`src/rtl/hwag_cfg_sequencer_if.sv`:
```
// Host-side command port of the hwag configuration sequencer: level request,
// one-cycle ack, read data held until the next read completes.
interface hwag_cfg_sequencer_if #(
  parameter int unsigned ADDR_W = 8,
  parameter int unsigned DATA_W = 16
);
  logic              req;
  logic              we;
  logic [ADDR_W-1:0] addr;
  logic [DATA_W-1:0] wdata;
  logic              ack;
  logic [DATA_W-1:0] rdata;

  modport master (
    output req,
    output we,
    output addr,
    output wdata,
    input  ack,
    input  rdata
  );

  modport slave (
    input  req,
    input  we,
    input  addr,
    input  wdata,
    output ack,
    output rdata
  );
endinterface

```
`src/rtl/hwag_cfg_sequencer.sv`:
```
// Owns the hwag register bus: boot-loads the default image from ROM, then serves
// single-word host reads/writes. hwag_en stays low until the image is complete.
module hwag_cfg_sequencer #(
  parameter int unsigned ADDR_W     = 8,
  parameter int unsigned DATA_W     = 16,
  parameter int unsigned INIT_DEPTH = 131
) (
  input  logic                  clk,
  input  logic                  rst,
  input  logic                  init_start,
  output logic [ADDR_W-1:0]     rom_addr,
  input  logic [DATA_W-1:0]     rom_data,
  hwag_cfg_sequencer_if.slave   host,
  output logic [ADDR_W-1:0]     bus_addr,
  output logic [DATA_W-1:0]     bus_wdata,
  output logic                  bus_we,
  output logic                  bus_re,
  input  logic [DATA_W-1:0]     bus_rdata,
  output logic                  init_busy,
  output logic                  init_done,
  output logic                  hwag_en
);

  localparam logic [ADDR_W-1:0] LastIdx = ADDR_W'(INIT_DEPTH - 1);

  typedef enum logic [2:0] {
    StIdle,
    StFetch,
    StWrite,
    StHWr,
    StHRd,
    StHRdw
  } state_e;

  state_e            state_q, state_d;
  logic [ADDR_W-1:0] idx_q, idx_d;
  logic              armed_q, armed_d;
  logic              pend_q, pend_d;
  logic              done_q, done_d;
  logic [ADDR_W-1:0] haddr_q;
  logic [DATA_W-1:0] hwdata_q;
  logic [ADDR_W-1:0] bus_addr_q;
  logic [DATA_W-1:0] bus_wdata_q;
  logic [DATA_W-1:0] rdata_q;
  logic              accept;

  // State register. pend resets to 1 so the boot load starts on its own.
  always_ff @(posedge clk or negedge rst) begin
    if (!rst) begin
      state_q     <= StIdle;
      idx_q       <= '0;
      armed_q     <= 1'b1;
      pend_q      <= 1'b1;
      done_q      <= 1'b0;
      haddr_q     <= '0;
      hwdata_q    <= '0;
      bus_addr_q  <= '0;
      bus_wdata_q <= '0;
      rdata_q     <= '0;
    end else begin
      state_q     <= state_d;
      idx_q       <= idx_d;
      armed_q     <= armed_d;
      pend_q      <= pend_d;
      done_q      <= done_d;
      bus_addr_q  <= bus_addr;
      bus_wdata_q <= bus_wdata;
      if (accept) begin
        haddr_q  <= host.addr;
        hwdata_q <= host.wdata;
      end
      if (state_q == StHRdw) begin
        rdata_q <= bus_rdata;
      end
    end
  end

  // Next-state logic. A pending init beats the host; a fresh init_start that
  // coincides with a host accept is deferred through pend.
  always_comb begin
    state_d = state_q;
    idx_d   = idx_q;
    pend_d  = pend_q | init_start;
    done_d  = done_q;
    accept  = 1'b0;
    unique case (state_q)
      StIdle: begin
        if (pend_q) begin
          state_d = StFetch;
          idx_d   = '0;
          pend_d  = 1'b0;
          done_d  = 1'b0;
        end else if (done_q && host.req && armed_q) begin
          accept  = 1'b1;
          state_d = host.we ? StHWr : StHRd;
        end else if (init_start) begin
          state_d = StFetch;
          idx_d   = '0;
          pend_d  = 1'b0;
          done_d  = 1'b0;
        end
      end
      StFetch: state_d = StWrite;
      StWrite: begin
        if (idx_q == LastIdx) begin
          state_d = StIdle;
          done_d  = 1'b1;
        end else begin
          idx_d   = idx_q + ADDR_W'(1);
          state_d = StFetch;
        end
      end
      StHWr:   state_d = StIdle;
      StHRd:   state_d = StHRdw;
      StHRdw:  state_d = StIdle;
      default: state_d = StIdle;
    endcase
  end

  // Re-arm only once the host has released req, so a held req issues once.
  always_comb begin
    armed_d = armed_q;
    if (!host.req) begin
      armed_d = 1'b1;
    end else if (accept) begin
      armed_d = 1'b0;
    end
  end

  // Outputs. Bus address/data fall back to their last driven values when idle.
  always_comb begin
    rom_addr   = idx_q;
    init_busy  = 1'b0;
    bus_we     = 1'b0;
    bus_re     = 1'b0;
    bus_addr   = bus_addr_q;
    bus_wdata  = bus_wdata_q;
    host.ack   = 1'b0;
    host.rdata = rdata_q;
    unique case (state_q)
      StFetch: init_busy = 1'b1;
      StWrite: begin
        init_busy = 1'b1;
        bus_we    = 1'b1;
        bus_addr  = idx_q;
        bus_wdata = rom_data;
      end
      StHWr: begin
        bus_we    = 1'b1;
        bus_addr  = haddr_q;
        bus_wdata = hwdata_q;
        host.ack  = 1'b1;
      end
      StHRd: begin
        bus_re   = 1'b1;
        bus_addr = haddr_q;
      end
      StHRdw: begin
        host.ack   = 1'b1;
        host.rdata = bus_rdata;
      end
      default: ;
    endcase
  end

  assign init_done = done_q;
  assign hwag_en   = done_q;

endmodule

```
`src/flat_wrapper.sv`:
```
// flat-port wrapper written by rule: the top's interface ports become plain ports
module hwag_cfg_sequencer_flat 
#(
  parameter int unsigned ADDR_W     = 8,
  parameter int unsigned DATA_W     = 16,
  parameter int unsigned INIT_DEPTH = 131
)
  (clk, rst, init_start, rom_addr, rom_data, bus_addr, bus_wdata, bus_we, bus_re, bus_rdata, init_busy, init_done, hwag_en, host_req, host_we, host_addr, host_wdata, host_ack, host_rdata);
  hwag_cfg_sequencer_if #(.ADDR_W(ADDR_W), .DATA_W(DATA_W)) host_i ();
  input  logic clk;
  input  logic rst;
  input  logic init_start;
  output logic [ADDR_W-1:0] rom_addr;
  input  logic [DATA_W-1:0] rom_data;
  output logic [ADDR_W-1:0] bus_addr;
  output logic [DATA_W-1:0] bus_wdata;
  output logic bus_we;
  output logic bus_re;
  input  logic [DATA_W-1:0] bus_rdata;
  output logic init_busy;
  output logic init_done;
  output logic hwag_en;
  input wire logic [$bits(host_i.req)-1:0] host_req;
  input wire logic [$bits(host_i.we)-1:0] host_we;
  input wire logic [$bits(host_i.addr)-1:0] host_addr;
  input wire logic [$bits(host_i.wdata)-1:0] host_wdata;
  output wire logic [$bits(host_i.ack)-1:0] host_ack;
  output wire logic [$bits(host_i.rdata)-1:0] host_rdata;
  assign host_i.req = host_req;
  assign host_i.we = host_we;
  assign host_i.addr = host_addr;
  assign host_i.wdata = host_wdata;
  assign host_ack = host_i.ack;
  assign host_rdata = host_i.rdata;
  hwag_cfg_sequencer #(.ADDR_W(ADDR_W), .DATA_W(DATA_W), .INIT_DEPTH(INIT_DEPTH)) u_core (.clk(clk), .rst(rst), .init_start(init_start), .rom_addr(rom_addr), .rom_data(rom_data), .host(host_i), .bus_addr(bus_addr), .bus_wdata(bus_wdata), .bus_we(bus_we), .bus_re(bus_re), .bus_rdata(bus_rdata), .init_busy(init_busy), .init_done(init_done), .hwag_en(hwag_en));
endmodule
```
`config.mk`:
```
export PLATFORM = sky130hd
export DESIGN_NAME = hwag_cfg_sequencer_flat
export DESIGN_NICKNAME = d
export VERILOG_FILES = /design/src/rtl/hwag_cfg_sequencer_if.sv /design/src/rtl/hwag_cfg_sequencer.sv /design/src/flat_wrapper.sv
export SDC_FILE = /design/constraint.sdc
export NUM_CORES = 1
export LEC_CHECK = 0
export ABC_AREA = 1
export CAP_MARGIN = 20
export CORE_MARGIN = 5
export CORE_UTILIZATION = 45
export CTS_CLUSTER_SIZE = 8
export DETAILED_ROUTE_END_ITERATION = 8
export PLACE_DENSITY = 0.79
export SLEW_MARGIN = 40
export SYNTH_ARGS = -nofsm -noshare
export SYNTH_HDL_FRONTEND = slang
export SYNTH_SLANG_ARGS = --single-unit
```
`constraint.sdc`:
```
create_clock -name clk -period 1.9 [get_ports clk]
set_input_delay 0.38 -clock clk [delete_from_list [all_inputs] [get_ports clk]]
set_output_delay 0.38 -clock clk [all_outputs]
set_load 0.005 [all_outputs]
```
==> results of run 1 <==
[through the flow]
stage | setup slack (ps) | area, µm² | TNS (ps) | hold slack [ps]
final | -277.6 | 5670 | -6239 | 389.0
after global routing | -376.1 | 5670 | -9388 | 417.4
after CTS | -248.9 | 5547 | -6012 | 381.9
after detailed placement | -151.0 | 4847 | -2578 | 201.9
after global placement | -82.68 | 4847 | -1858 | 200.9
after floorplan | 360.9 | 3398 | 0 | 84.41
[synth_stat cells (2+ instances only)]
master    number
dfrtp_1       76
nand3_2        2
nor2_1         8
nand2_1      174
inv_1         21
nand3_1       29
o21ai_0        5
ha_1           2
nand4_1        4
inv_2          2
nor2_4         2
buf_4          4
dfstp_2        2
nand2_2        6
mux2_2        16
o211ai_1       7
clkbuf_8       2
buf_2          4
[cells by family after synthesis]
| kind of cell | after synthesis |
|---|---|
| AOI/OAI and AO/OA | 15 |
| adders and majority gates | 2 |
| buffers and inverters | 34 |
| DFF | 78 |
| muxes | 16 |
| and+or+nand+nor | 230 |
[power by group through the flow]
stage	clock network, mW	logic (mW)	registers [mW]
after detailed placement	0	2.05	2.09
after global placement	0	2.03	2.07
after CTS	1.38	2.63	2.07
after floorplan	0	0.818	2.06
after global routing	1.45	3.06	2.12
final	1.36	2.83	2.09
[worst paths after layout]
path,startpoint,to,slack (ps),depth (start not counted)
setup / recovery,u_core.state_q[0],bus_addr[1],-280,9
hold / removal,rst,u_core.bus_addr_q[3],390,2
setup reg to reg,u_core.state_q[0],u_core.bus_addr_q[1],-260,15
hold reg to reg,u_core.hwdata_q[10],u_core.hwdata_q[10],480,2
max in group asynchronous,rst,u_core.hwdata_q[2],950,3
min in group clk,u_core.hwdata_q[10],u_core.hwdata_q[10],480,2
[timing repair]
item,CTS,global route
hold buffers,1,0
buffers inserted,36,6
pin swaps,15,5
gates resized for setup,211,73
setup endpoints to repair,44,45
cloned,2,1
endpoints found under the hold margin,5,0
[placed cells by master, fill, tap and decap left out, types with 3 or more instances in the layout]
cell type / count
buf_12: 5
o21ai_0: 5
nand3_1: 12
clkdlybuf4s50_1: 69
nor2_1: 6
nand2_2: 29
buf_4: 30
dfrtp_1: 75
o211ai_1: 7
inv_1: 17
buf_2: 20
nand3_2: 15
buf_6: 38
clkbuf_8: 10
mux2_4: 15
nand2_4: 3
nand2_1: 149
nand4_1: 4
nor2_4: 4
nand3_4: 4
clkbuf_2: 6
dlygate4sd2_1: 3
[state kept, by name, indices dropped and copies added (netlist names)]
| signal | flops |
|---|---|
| u_core.bus_wdata_q | 16 |
| u_core.hwdata_q | 16 |
| u_core.rdata_q | 16 |
| u_core.bus_addr_q | 8 |
| u_core.haddr_q | 8 |
| u_core.rom_addr | 8 |
| u_core.state_q | 3 |
| u_core.armed_q | 1 |
| u_core.hwag_en | 1 |
| u_core.pend_q | 1 |
[per-layer routing]
layer  vias up  routed length (µm)  GRT usage
met1      1558                4068     0.2570
met4         0                 176    0.05832
li1       1548                   -          -
met5         -                   0          0
met2       124                5041     0.3540
met3        19                 664    0.05612
[cell type report]
class	instances	area share
flip-flops and latches	78	0.3449
repair buffers	178	0.3025
multi-input cells	263	0.2716
clock buffers	12	0.02560
well taps	99	0.02184
inverters	23	0.01831
clock inverters	4	0.01236
repair inverters	1	0.002868
==> impl_metrics.env, run 1 <==
export IMPL_setup_slack_ps=-277.6
export IMPL_internal_power_mw=4.240
export IMPL_globalplace_congestion=0.8301
export IMPL_pwr_share_clk=0.216
export IMPL_dieArea_um2=9390
export IMPL_critical_path_top_delay_family="simple AND/OR/NAND/NOR gates"
export IMPL_crit_path_frequent_cell="buf_6"
export IMPL_critPathMaxStageDelay_ps=420
export IMPL_synth_area_mux_share=0.05302
export IMPL_synthFlopType="dfrtp_1"
export IMPL_yosys_area_top_type="dfrtp_1"
export IMPL_drc_errors=0
export IMPL_synthSimpleGateAreaFrac=0.2861
export IMPL_critPathBufInv=3
export IMPL_clk_pin_slew_worst_paths_ps=80
export IMPL_p_total_mw=6.277
export IMPL_fmax_ghz=0.4592
export IMPL_place_inst=601
export IMPL_die_x_um=96.90
export IMPL_synth_top_family_by_area="simple AND/OR/NAND/NOR gates"
export IMPL_multiInputGateArea_um2=1540
export IMPL_cp_slowest_cell="dfrtp_1"
export IMPL_synth_area_um2=3398
export IMPL_synth_warnings=0
export IMPL_maxSlewViolCount=0
export IMPL_synth_compound_area_share=0.02909
export IMPL_fp_row_count=31
export IMPL_cts_buffer_depth=2
export IMPL_via_per_inst=4.938
export IMPL_start_util=0.4660
export IMPL_grt_max_degree=46
export IMPL_start_kind="flop"
export IMPL_violations="negative setup slack"
export IMPL_overflow=0
export IMPL_wl_per_cell_um=15.12
export IMPL_synth_top_cells_by_area="dfrtp_1, nand2_1, mux2_2, nand3_1, inv_1"
export IMPL_yosys_area_top_type_share=0.5596
export IMPL_cts_tree="built"
export IMPL_insertion_delay_ps=340
export IMPL_stdcell_count=658
export IMPL_synthDistinctLibCells=27
export IMPL_synth_edf_count=0
export IMPL_antenna_found_initial=0
export IMPL_antenna_cells=0
export IMPL_cts_buffers_inserted=9
export IMPL_ant_nets=0
export IMPL_vias=3249
export IMPL_power_switching_mw=2.037
export IMPL_cp_end_kind="primary output"
export IMPL_nets=617
export IMPL_firstDrtPassIters=4
export IMPL_clock_sinks=78
export IMPL_seq_area_frac_synth=0.5751
export IMPL_port_buffers=114
export IMPL_track_usage=0.2069
export IMPL_tightest_slew_ps=354.2
export IMPL_routed_wl_um=9950
export IMPL_ir_drop_v=0.0005653
export IMPL_grt_pass1_wl_um=16150
export IMPL_swShare=0.3245
export IMPL_fin_crit_sh=1.146
export IMPL_grt_pass1_vias=3390
export IMPL_p_leak_nw=2.984
export IMPL_crit_chain="buf_6 -> nor2_4 -> nand2_2 -> nand2_4 -> nor2_4 -> a22oi_2 -> nand2_2 -> buf_6 -> buf_6"
export IMPL_synthAdderAreaFrac=0.007364
export IMPL_hold_path_class="in -> async"
export IMPL_criticalPathCategory="reg -> out"
export IMPL_drive_gt1_frac=0.3631
export IMPL_rsz0062_at_grt="yes"
export IMPL_power_density_nw_per_um2=1107
export IMPL_finish_utilization=0.7776
export IMPL_regArea_um2=1956
export IMPL_finClkSkew_ps=10.24
export IMPL_max_cap_viol_count=0
export IMPL_fillerInstances=506
export IMPL_cp_max_fo=8
export IMPL_synth_seq_cells=78
export IMPL_pwr_share_seq=0.333
export IMPL_io_pins=115
export IMPL_power_frac_comb=0.451
export IMPL_synth_nets=438
export IMPL_cts_root_buf="clkbuf_8"
export IMPL_outcome="finished with violations"
export IMPL_synth_xor_area_frac=0
export IMPL_first_iter_violations=156
export IMPL_die_y_um=96.90
export IMPL_core_area_um2=7292
export IMPL_hpwlAfterDp_um=6307
export IMPL_slew_headroom=0.7638
export IMPL_hold_viol_final=0
export IMPL_required_ps=1520
export IMPL_netlist_instances=375
export IMPL_setup_viol=42
export IMPL_synthArstFlopShare=1.000
export IMPL_cp_arrival_ps=1800
export IMPL_syn_to_final_growth_pct=66.86
export IMPL_fin_crit_ps=2178
export IMPL_h_tree_depth=3
export IMPL_syn_area_per_cell_um2=9.062
No activity file was read; power rests on OpenSTA's default activity.
==> run 2, diff against run 1 <==
--- a/config.mk
+++ b/config.mk
@@ -9,6 +9,7 @@
 export CAP_MARGIN = 20
 export CORE_MARGIN = 5
 export CORE_UTILIZATION = 45
+export CTS_CLUSTER_DIAMETER = 40
 export CTS_CLUSTER_SIZE = 8
 export DETAILED_ROUTE_END_ITERATION = 8
 export PLACE_DENSITY = 0.79
==> results of run 2 <==
The final DEF is identical to that of run 1; final timing and power are the same.
